### src/rtl/write_back_regfile_scoreboard_pkg.sv
// rtl/write_back_regfile_scoreboard_pkg.sv - shared constants for the write-back register file and scoreboard
package write_back_regfile_scoreboard_pkg;
  localparam int NUM_REGS = 16;
  localparam int NUM_GPR = NUM_REGS - 1;
  localparam logic [3:0] PC_IDX = 4'd15;
  localparam int CNT_W = 2;
  localparam int CNT_MAX = 3;
endpackage

### src/rtl/write_back_regfile_scoreboard_if.sv
// rtl/write_back_regfile_scoreboard_if.sv - MEM/WB, decode-read and scoreboard signal bundle
interface write_back_regfile_scoreboard_if #(
  parameter int W = 32
);
  logic         PCSrcW;
  logic         RegWriteW;
  logic         MemtoRegW;
  logic [W-1:0] RDW;
  logic [W-1:0] AluResultW;
  logic [3:0]   WA3W;
  logic [W-1:0] ResultW;
  logic [3:0]   RA1D;
  logic [3:0]   RA2D;
  logic [W-1:0] PCPlus8D;
  logic [W-1:0] RD1D;
  logic [W-1:0] RD2D;
  logic         IssueD;
  logic         IssueRegWriteD;
  logic [3:0]   IssueWA3D;
  logic         KillValid;
  logic [3:0]   KillWA3;
  logic         StallD;
  logic         ScoreErr;

  modport master (
    output PCSrcW, RegWriteW, MemtoRegW, RDW, AluResultW, WA3W,
    output RA1D, RA2D, PCPlus8D, IssueD, IssueRegWriteD, IssueWA3D,
    output KillValid, KillWA3,
    input  ResultW, RD1D, RD2D, StallD, ScoreErr
  );

  modport slave (
    input  PCSrcW, RegWriteW, MemtoRegW, RDW, AluResultW, WA3W,
    input  RA1D, RA2D, PCPlus8D, IssueD, IssueRegWriteD, IssueWA3D,
    input  KillValid, KillWA3,
    output ResultW, RD1D, RD2D, StallD, ScoreErr
  );
endinterface

### src/rtl/write_back_regfile_scoreboard_counter.sv
// rtl/write_back_regfile_scoreboard_counter.sv - in-flight writer counter for one register
module write_back_regfile_scoreboard_counter
  import write_back_regfile_scoreboard_pkg::*;
(
  input  logic             clk,
  input  logic             rst_n,
  input  logic             inc,
  input  logic             dec_a,
  input  logic             dec_b,
  output logic [CNT_W-1:0] count,
  output logic             busy,
  output logic             err
);
  localparam logic [CNT_W+1:0] MAX_WIDE = (CNT_W + 2)'(CNT_MAX);

  logic [CNT_W+1:0] sum;
  logic             under;
  logic             over;
  logic [CNT_W-1:0] count_next;

  // Two guard bits: the top bit flags a negative result after wrap-around.
  always_comb begin
    sum = {2'b00, count} + {{(CNT_W + 1){1'b0}}, inc}
        - {{(CNT_W + 1){1'b0}}, dec_a} - {{(CNT_W + 1){1'b0}}, dec_b};
    under = sum[CNT_W+1];
    over = !under && (sum > MAX_WIDE);
    count_next = sum[CNT_W-1:0];
    if (under) begin
      count_next = '0;
    end else if (over) begin
      count_next = count;
    end
  end

  assign err = under || over;
  assign busy = (count != '0);

  always_ff @(posedge clk or negedge rst_n) begin
    if (!rst_n) begin
      count <= '0;
    end else begin
      count <= count_next;
    end
  end
endmodule

### src/rtl/write_back_regfile_scoreboard.sv
// rtl/write_back_regfile_scoreboard.sv - write-back select, R0..R14 commit, bypassed decode reads, RAW scoreboard
module write_back_regfile_scoreboard
  import write_back_regfile_scoreboard_pkg::*;
#(
  parameter int W = 32
) (
  input logic                           clk,
  input logic                           reset_asynchronous_n,
  write_back_regfile_scoreboard_if.slave bus
);
  logic [W-1:0]     regs [NUM_GPR];
  logic [W-1:0]     result;
  logic             commit;
  logic             stall;
  logic             score_err;
  logic [NUM_GPR-1:0] inc;
  logic [NUM_GPR-1:0] dec_a;
  logic [NUM_GPR-1:0] dec_b;
  logic [NUM_GPR-1:0] busy;
  logic [NUM_GPR-1:0] err;
  logic [CNT_W-1:0] cnt [NUM_GPR];

  assign result = bus.MemtoRegW ? bus.RDW : bus.AluResultW;
  assign commit = bus.RegWriteW && !bus.PCSrcW && (bus.WA3W != PC_IDX);
  assign bus.ResultW = result;

  always_comb begin
    bus.RD1D = regs[bus.RA1D];
    if (bus.RA1D == PC_IDX) begin
      bus.RD1D = bus.PCPlus8D;
    end else if (commit && bus.RA1D == bus.WA3W) begin
      bus.RD1D = result;
    end
  end

  always_comb begin
    bus.RD2D = regs[bus.RA2D];
    if (bus.RA2D == PC_IDX) begin
      bus.RD2D = bus.PCPlus8D;
    end else if (commit && bus.RA2D == bus.WA3W) begin
      bus.RD2D = result;
    end
  end

  // A last outstanding writer retiring this cycle is covered by the bypass, so it does not stall.
  always_comb begin
    stall = 1'b0;
    if (bus.RA1D != PC_IDX && busy[bus.RA1D]
        && !(dec_a[bus.RA1D] && cnt[bus.RA1D] == CNT_W'(1))) begin
      stall = 1'b1;
    end
    if (bus.RA2D != PC_IDX && busy[bus.RA2D]
        && !(dec_a[bus.RA2D] && cnt[bus.RA2D] == CNT_W'(1))) begin
      stall = 1'b1;
    end
  end
  assign bus.StallD = stall;

  for (genvar r = 0; r < NUM_GPR; r++) begin : g_cnt
    assign inc[r] = bus.IssueD && !stall && bus.IssueRegWriteD && (bus.IssueWA3D == 4'(r));
    assign dec_a[r] = bus.RegWriteW && (bus.WA3W == 4'(r));
    assign dec_b[r] = bus.KillValid && (bus.KillWA3 == 4'(r));

    write_back_regfile_scoreboard_counter u_counter (
      .clk   (clk),
      .rst_n (reset_asynchronous_n),
      .inc   (inc[r]),
      .dec_a (dec_a[r]),
      .dec_b (dec_b[r]),
      .count (cnt[r]),
      .busy  (busy[r]),
      .err   (err[r])
    );
  end

  always_ff @(posedge clk or negedge reset_asynchronous_n) begin
    if (!reset_asynchronous_n) begin
      for (int r = 0; r < NUM_GPR; r++) begin
        regs[r] <= '0;
      end
    end else if (commit) begin
      regs[bus.WA3W] <= result;
    end
  end

  always_ff @(posedge clk or negedge reset_asynchronous_n) begin
    if (!reset_asynchronous_n) begin
      score_err <= 1'b0;
    end else begin
      score_err <= score_err | (|err);
    end
  end
  assign bus.ScoreErr = score_err;
endmodule

### src/flat_wrapper.sv
// flat-port wrapper written by rule: the top's interface ports become plain ports
module write_back_regfile_scoreboard_flat import write_back_regfile_scoreboard_pkg::*;
#(
  parameter int W = 32
)
  (clk, reset_asynchronous_n, bus_PCSrcW, bus_RegWriteW, bus_MemtoRegW, bus_RDW, bus_AluResultW, bus_WA3W, bus_RA1D, bus_RA2D, bus_PCPlus8D, bus_IssueD, bus_IssueRegWriteD, bus_IssueWA3D, bus_KillValid, bus_KillWA3, bus_ResultW, bus_RD1D, bus_RD2D, bus_StallD, bus_ScoreErr);
  write_back_regfile_scoreboard_if #(.W(W)) bus_i ();
  input logic clk;
  input logic reset_asynchronous_n;
  input wire logic [$bits(bus_i.PCSrcW)-1:0] bus_PCSrcW;
  input wire logic [$bits(bus_i.RegWriteW)-1:0] bus_RegWriteW;
  input wire logic [$bits(bus_i.MemtoRegW)-1:0] bus_MemtoRegW;
  input wire logic [$bits(bus_i.RDW)-1:0] bus_RDW;
  input wire logic [$bits(bus_i.AluResultW)-1:0] bus_AluResultW;
  input wire logic [$bits(bus_i.WA3W)-1:0] bus_WA3W;
  input wire logic [$bits(bus_i.RA1D)-1:0] bus_RA1D;
  input wire logic [$bits(bus_i.RA2D)-1:0] bus_RA2D;
  input wire logic [$bits(bus_i.PCPlus8D)-1:0] bus_PCPlus8D;
  input wire logic [$bits(bus_i.IssueD)-1:0] bus_IssueD;
  input wire logic [$bits(bus_i.IssueRegWriteD)-1:0] bus_IssueRegWriteD;
  input wire logic [$bits(bus_i.IssueWA3D)-1:0] bus_IssueWA3D;
  input wire logic [$bits(bus_i.KillValid)-1:0] bus_KillValid;
  input wire logic [$bits(bus_i.KillWA3)-1:0] bus_KillWA3;
  output wire logic [$bits(bus_i.ResultW)-1:0] bus_ResultW;
  output wire logic [$bits(bus_i.RD1D)-1:0] bus_RD1D;
  output wire logic [$bits(bus_i.RD2D)-1:0] bus_RD2D;
  output wire logic [$bits(bus_i.StallD)-1:0] bus_StallD;
  output wire logic [$bits(bus_i.ScoreErr)-1:0] bus_ScoreErr;
  assign bus_i.PCSrcW = bus_PCSrcW;
  assign bus_i.RegWriteW = bus_RegWriteW;
  assign bus_i.MemtoRegW = bus_MemtoRegW;
  assign bus_i.RDW = bus_RDW;
  assign bus_i.AluResultW = bus_AluResultW;
  assign bus_i.WA3W = bus_WA3W;
  assign bus_i.RA1D = bus_RA1D;
  assign bus_i.RA2D = bus_RA2D;
  assign bus_i.PCPlus8D = bus_PCPlus8D;
  assign bus_i.IssueD = bus_IssueD;
  assign bus_i.IssueRegWriteD = bus_IssueRegWriteD;
  assign bus_i.IssueWA3D = bus_IssueWA3D;
  assign bus_i.KillValid = bus_KillValid;
  assign bus_i.KillWA3 = bus_KillWA3;
  assign bus_ResultW = bus_i.ResultW;
  assign bus_RD1D = bus_i.RD1D;
  assign bus_RD2D = bus_i.RD2D;
  assign bus_StallD = bus_i.StallD;
  assign bus_ScoreErr = bus_i.ScoreErr;
  write_back_regfile_scoreboard #(.W(W)) u_core (.clk(clk), .reset_asynchronous_n(reset_asynchronous_n), .bus(bus_i));
endmodule
### config.mk
export PLATFORM = sky130hd
export DESIGN_NAME = write_back_regfile_scoreboard_flat
export DESIGN_NICKNAME = d
export VERILOG_FILES = /design/src/rtl/write_back_regfile_scoreboard_pkg.sv /design/src/rtl/write_back_regfile_scoreboard_if.sv /design/src/rtl/write_back_regfile_scoreboard_counter.sv /design/src/rtl/write_back_regfile_scoreboard.sv /design/src/flat_wrapper.sv
export SDC_FILE = /design/constraint.sdc
export NUM_CORES = 2
export LEC_CHECK = 0
export CAP_MARGIN = 20
export CORE_UTILIZATION = 55
export DETAILED_ROUTE_END_ITERATION = 6
export PLACE_DENSITY = 0.86
export REMOVE_ABC_BUFFERS = 1
export SYNTH_ARGS = -nofsm -noshare
export SYNTH_HDL_FRONTEND = slang
export SYNTH_SLANG_ARGS = --single-unit
### constraint.sdc
create_clock -name clk -period 4.86 [get_ports clk]
set_input_delay 0.972 -clock clk [delete_from_list [all_inputs] [get_ports clk]]
set_output_delay 0.972 -clock clk [all_outputs]
set_load 0.01 [all_outputs]
Word level (Yosys, flattened, before mapping)
Cells that the tools add are included.

$add $sub $neg: 45. $mul: 0. Div/mod/pow operators: 0. Order comparisons: 21. Equal/unequal tests: 66. Shifts and indexed selects: 0. Multiplexer cells: 60. Bitwise gates (word level): 4. Reductions and logical operators: 126.

Operator list (number): 480-bit bitwise mux (1); 32-bit two-way mux (10); 32-bit binary-select mux with 4-bit select (2); 32-bit demux with 4-bit select (1); 4-bit by 1-bit subtractor with 4-bit output (30); 4-bit equality test (second input constant) (23); 1-bit logical AND (73); 2-bit two-way mux (34); 4-bit by 2-bit > comparator with 1-bit output (second input constant) (15); 4-bit by 3-bit equality test with 1-bit output (second input constant) (12); 2-bit by 1-bit adder with 3-bit output (15); 2-bit inequality test (second input constant) (15); 2-bit nonzero test (15); 4-bit by 2-bit equality test with 1-bit output (second input constant) (6); 1-bit logical NOT (19); 1-bit binary-select mux with 4-bit select (4); 2-bit binary-select mux with 4-bit select (2); 5-bit >= comparator (second input constant) (3); 1-bit logical OR (15); 4-bit NOT with 5-bit output (3); 15-bit OR reduction (1); 4-bit by 1-bit equality test with 1-bit output (second input constant) (3); 4-bit logical NOT (3); 4-bit inequality test (second input constant) (3); other kinds (6) (14).

Flip-flop bits (word level): 511. Latch bits: 0. RAM bits: 0. Bits in read-only memories: 0. Bits of input ports: 124. Output and inout port bits: 98. Logic and storage cells: 353. Memories kept: 0.

Logic depth before layout (Yosys ltp)
Word-level depth: 22. Depth in mapped cells: 18. Depth with buffers taken out: 14.

Modules after synthesis
Synthesis repeated with hierarchy kept, for this count alone.

Cell total of the unflattened synthesis: 2912. Area total of the unflattened synthesis: 30007.5 µm².

Modules (own cells, without submodules): write_back_regfile_scoreboard (times used 1, cells each 2567, area an instance 27023.4 µm², seq. area each 12036.5 µm²); write_back_regfile_scoreboard_counter (times used 15, cells each 23, area an instance 198.9 µm², seq. area each 50.0 µm²).

Worst setup path before layout
No wires, ideal clock.

Path type: input port to flip-flop. From: input bus_RA2D[0]. To: register u_core.score_err, in the netlist u_core.bus.ScoreErr. Library setup time: 0.140 ns. Arrival: 4.011 ns. Required time: 4.720 ns. Path slack: 0.709 ns. Stages on the path: 14. Path buffers: 2. Cell sequence: buf_2 -> mux4_2 -> a2111oi_1 -> a41oi_2 -> nor3_2 -> buf_4 -> nor4_1 -> ha_1 -> fa_1 -> inv_1 -> ha_1 -> a21oi_1 -> nor4_1 -> nand4_1.

Cells in the longest elaborated chain, start to end: 21. Elaborated cells between the ends (all ways): 140. Classes of those cells: add/sub: 45; order compare: 15; eq/ne: 2; mux: 8; bitwise: 2; reduce/logical: 68.

Ends and longest elaborated chain: from (decl) (RTL line flat_wrapper.sv:17) `input wire logic [$bits(bus_i.RA2D)-1:0] bus_RA2D;`; 4-bit NOT with 5-bit output (not written as such) (RTL line write_back_regfile_scoreboard.sv:53) `&& !(dec_a[bus.RA2D] && cnt[bus.RA2D] == CNT_W'(1))) begin`; 2-bit binary-select mux with 4-bit select (RTL line write_back_regfile_scoreboard.sv:53); 2-bit two-way mux (not written as such) (2 in a row) (RTL line write_back_regfile_scoreboard.sv:53); 2-bit by 1-bit equality test with 1-bit output (RTL line write_back_regfile_scoreboard.sv:53); 1-bit logical AND (RTL line write_back_regfile_scoreboard.sv:53); 1-bit logical NOT (RTL line write_back_regfile_scoreboard.sv:53); 1-bit logical AND (*) (RTL line write_back_regfile_scoreboard.sv:53); 1-bit two-way mux (*) (RTL line write_back_regfile_scoreboard.sv:52) `if (bus.RA2D != PC_IDX && busy[bus.RA2D]`; [3 not listed]; 1-bit logical AND (RTL line write_back_regfile_scoreboard.sv:60) `assign inc[r] = bus.IssueD && !stall && bus.IssueRegWriteD && (bus.IssueWA3D == 4'(r));`; 2-bit by 1-bit adder with 3-bit output (RTL line write_back_regfile_scoreboard_counter.sv:23) `sum = {2'b00, count} + {{(CNT_W + 1){1'b0}}, inc}`; 4-bit by 1-bit subtractor with 4-bit output (2 in a row) (RTL line write_back_regfile_scoreboard_counter.sv:24) `- {{(CNT_W + 1){1'b0}}, dec_a} - {{(CNT_W + 1){1'b0}}, dec_b};`; 4-bit by 2-bit > comparator with 1-bit output or 1-bit logical NOT (tied branches) (RTL line write_back_regfile_scoreboard_counter.sv:26) `over = !under && (sum > MAX_WIDE);`; 1-bit logical AND (RTL line write_back_regfile_scoreboard_counter.sv:26); 1-bit logical OR (RTL line write_back_regfile_scoreboard_counter.sv:35) `assign err = under || over;`; 15-bit OR reduction (*) (RTL line write_back_regfile_scoreboard.sv:90) `score_err <= score_err | (|err);`; 1-bit OR (*) (RTL line write_back_regfile_scoreboard.sv:90); to (signal assigned) (RTL line write_back_regfile_scoreboard.sv:90); to (decl) (RTL line write_back_regfile_scoreboard.sv:15) `logic score_err;`.

Mark *: on every way between the ends. The rest lies on a longest branch, timed or not. The select of a mux whose other input is x is not followed. A chain may end at the register's enable or synchronous reset.

Worst setup path after layout
From: input bus_RA2D[0]. To: output bus_RD2D[31].

Cells in the longest elaborated chain, start to end: 6. Elaborated cells between the ends (all ways): 9. Classes of those cells: eq/ne: 2; mux: 5; bitwise: 1; reduce/logical: 1.

Ends and longest elaborated chain: 4-bit NOT with 5-bit output (not written as such) (RTL line write_back_regfile_scoreboard.sv:37) `bus.RD2D = regs[bus.RA2D];`; 32-bit binary-select mux with 4-bit select (RTL line write_back_regfile_scoreboard.sv:37); 32-bit two-way mux (not written as such) (2 in a row) (RTL line write_back_regfile_scoreboard.sv:37); 32-bit two-way mux (RTL line write_back_regfile_scoreboard.sv:40) `end else if (commit && bus.RA2D == bus.WA3W) begin`; 32-bit two-way mux (*) (RTL line write_back_regfile_scoreboard.sv:38) `if (bus.RA2D == PC_IDX) begin`; to (decl) (RTL line flat_wrapper.sv:26) `output wire logic [$bits(bus_i.RD2D)-1:0] bus_RD2D;`.

Marks and branches as above.

==> reports/results.tsv <==
metric	value	unit
via_count	26000	
syn_to_final_growth	18.2	%
synth.yosys.warnings	0	
cts-root-buf	clkbuf_16	
netlist_instances	2868	
finalNetCount	3237	
std_cell_rows	84	
synth.top_cell.area_share	43.0	%
clock_skew	7.83	ps
fin_util	66.3	%
rsz0062_at_grt	false	
synthMuxAreaShare	24.3	%
grt_usage	35.8	%
grt_first_pass_wirelength	150	mm
grt_max_degree	116	
maxSlewViolCount	0	
cp-end-kind	primary output	
core-area	0.0530	mm2
worstPathMaxFanout	35	
fin_cells	3785	
yosysUniqueCellTypes	64	
worst_ep_required_time	3890	ps
ys_ff_latch	511	
ant_nets	0	
total_leakage_power	15.1	nW
io_pins	222	
dpl_cell_area	0.0333	mm2
synth_top_family_by_area	multiplexers	
clk_pin_slew	60	ps
antenna_found_initial	2	
die_area	0.0550	mm2
maxSlewHeadroom	38.6	%
synth_area_per_cell	10.4	um2
gp_congestion	0.942	
grt_pass1_vias	27100	
vias_per_cell	6.86	
maxCapViolations	0	
dp_hpwl	58.8	mm
drt_wl_total	96.6	mm
cts_tree	done	
dr.pass1.iters	6	
power.density	415	mW/mm2
ff2ff_setup_slack	920	ps
post-route-period-util	97.4	%
numCtsBuffers	52	
setup_tns	0	ps
synth_edf_count	0	
hp-class	input pin to asynchronous set/reset pin	
hold_buffers	0	
wl_per_cell	25.5	um
dp_cells	3686	
clock_sinks	511	
yosys-top-cells-count	dfrtp_1 (511), nand2_1 (459), o21ai_0 (396), mux4_2 (258), nor2_1 (257)	
die_h	235	um
status	finished clean	
post_cts_buffers	0	
start_kind	input pin	
start_util	56.2	%
yosysSeqAreaShare	43.0	%
netlist_area	0.0297	mm2
drt_iter0_drc	4006	
hold_viol_final	0	
fin_area	0.0351	mm2
drive_gt1_share	17.5	%
grt_overflow_total	0	
synth-compound-area-share	12.9	%
ctsResizeCount	0	
synth_top_flop_cell	dfrtp_1	
portBuffers	221	
synthSimpleGateAreaFrac	11.7	%
synthXorXnorAreaFrac	0.177	%
tightest_slew	921	ps
setup-violations-final	0	
drc	0	
arrival	3760	ps
synth.area.top_cells	dfrtp_1 (43%), mux4_2 (20%), o21ai_0 (6.7%)	
fmax	211	MHz
crit_type	input pin to primary output	
finalCriticalPeriod	4730	ps
synthAdderAreaFrac	2.90	%
async_reset_ff_share	100	%
yosys.area.top_type	dfrtp_1	
post-synth-top-count-cell	dfrtp_1	
clockBufferDepth	3	
clock_latency	630	ps
peakVddDrop	0.000290	V
htree_levels	2	
fp.dieW	235	um
hold_slack	449	ps
[path summary, 6_finish.rpt]
kind / startpoint / cells past startpoint / endpoint
worst max-delay path: bus_RA2D[0] / 8 / bus_RD2D[31]
worst min-delay path: reset_asynchronous_n / 1 / u_core.regs[465]
worst max register to register: u_core.g_cnt[7].u_counter.count[0] / 15 / u_core.bus.ScoreErr
worst min register to register: u_core.regs[407] / 2 / u_core.regs[407]
max in group asynchronous: reset_asynchronous_n / 2 / u_core.regs[196]
min in group clk: u_core.regs[407] / 2 / u_core.regs[407]
[critical path, stage by stage]
cell,delay [ps]
clkbuf_8,200
buf_12,290
buf_4,410
mux4_2,560
mux4_2,500
o21ai_1,160
o21ai_1,90
clkdlybuf4s50_1,520
[sequential cells by signal, summed over array words and instances (netlist names)]
| register | cells |
|---|---|
| u_core.regs | 480 |
| u_core.g_cnt.u_counter.count | 30 |
| u_core.bus.ScoreErr | 1 |
[cell families (layout without fill, tap and decap cells)]
kind of cell	after synthesis	in the layout
AND/OR/NAND/NOR	829	829
adder cells (fa/ha/maj)	60	60
AO/OA/AOI/OAI	711	711
buffers and inverters	351	579
XOR/XNOR	6	6
multiplexers	400	400
flip-flops	511	511
other	0	1
[placed cells by master (no fill, tap or decap), types with 5 or more instances in the layout]
| cell | count |
|---|---|
| a21oi_1 | 212 |
| a221o_1 | 32 |
| buf_12 | 25 |
| buf_2 | 5 |
| buf_4 | 136 |
| bufinv_16 | 8 |
| clkbuf_1 | 10 |
| clkbuf_16 | 52 |
| clkbuf_8 | 8 |
| clkdlybuf4s50_1 | 211 |
| clkinv_2 | 7 |
| clkinv_4 | 5 |
| clkinvlp_4 | 6 |
| dfrtp_1 | 511 |
| fa_1 | 15 |
| ha_1 | 45 |
| inv_1 | 100 |
| mux2i_1 | 142 |
| mux4_2 | 258 |
| nand2_1 | 450 |
| nand2_2 | 9 |
| nand2b_1 | 9 |
| nand3_1 | 6 |
| nand3b_1 | 5 |
| nand4_1 | 10 |
| nand4b_1 | 6 |
| nor2_1 | 255 |
| nor2b_1 | 5 |
| nor3_1 | 10 |
| nor3b_1 | 8 |
| nor4_1 | 20 |
| o21ai_0 | 396 |
| o21ai_1 | 40 |
| or4b_1 | 6 |
[metal layers]
metal	vias to the layer above	track usage, %	wire, um
met4	2	22.9	6490
li1	10700	-	-
met5	-	0	9
met2	2064	56.8	45400
met3	515	8.75	12000
met1	12700	44.2	32700
[area by class of cell]
type,instances,area (um2)
Fill cell,3637,17800
Multi-Input combinational cell,2006,15500
Sequential cell,511,12800
Timing Repair Buffer,382,3720
Clock buffer,68,1420
Tap cell,688,861
Clock inverter,29,423
Inverter,100,375
Antenna cell,1,2.50
[report_power, final]
group          total, W  internal, W  leakage, nW  switching, W
Combinational   0.00402      0.00210         7.77       0.00192
Clock           0.00436      0.00252        0.883       0.00185
Sequential      0.00620      0.00522         6.45      0.000977
[per-stage QoR]
step / power [W] / setup WS [ps]
after detailed placement: 0.0101 / -158
after global placement: 0.00970 / -6.81
final: 0.0146 / 128
after floorplan: 0.00826 / -1760
after global routing: 0.0152 / 18.2
after CTS: 0.0145 / 135
Note: power is estimated with default switching activity, not from simulation.
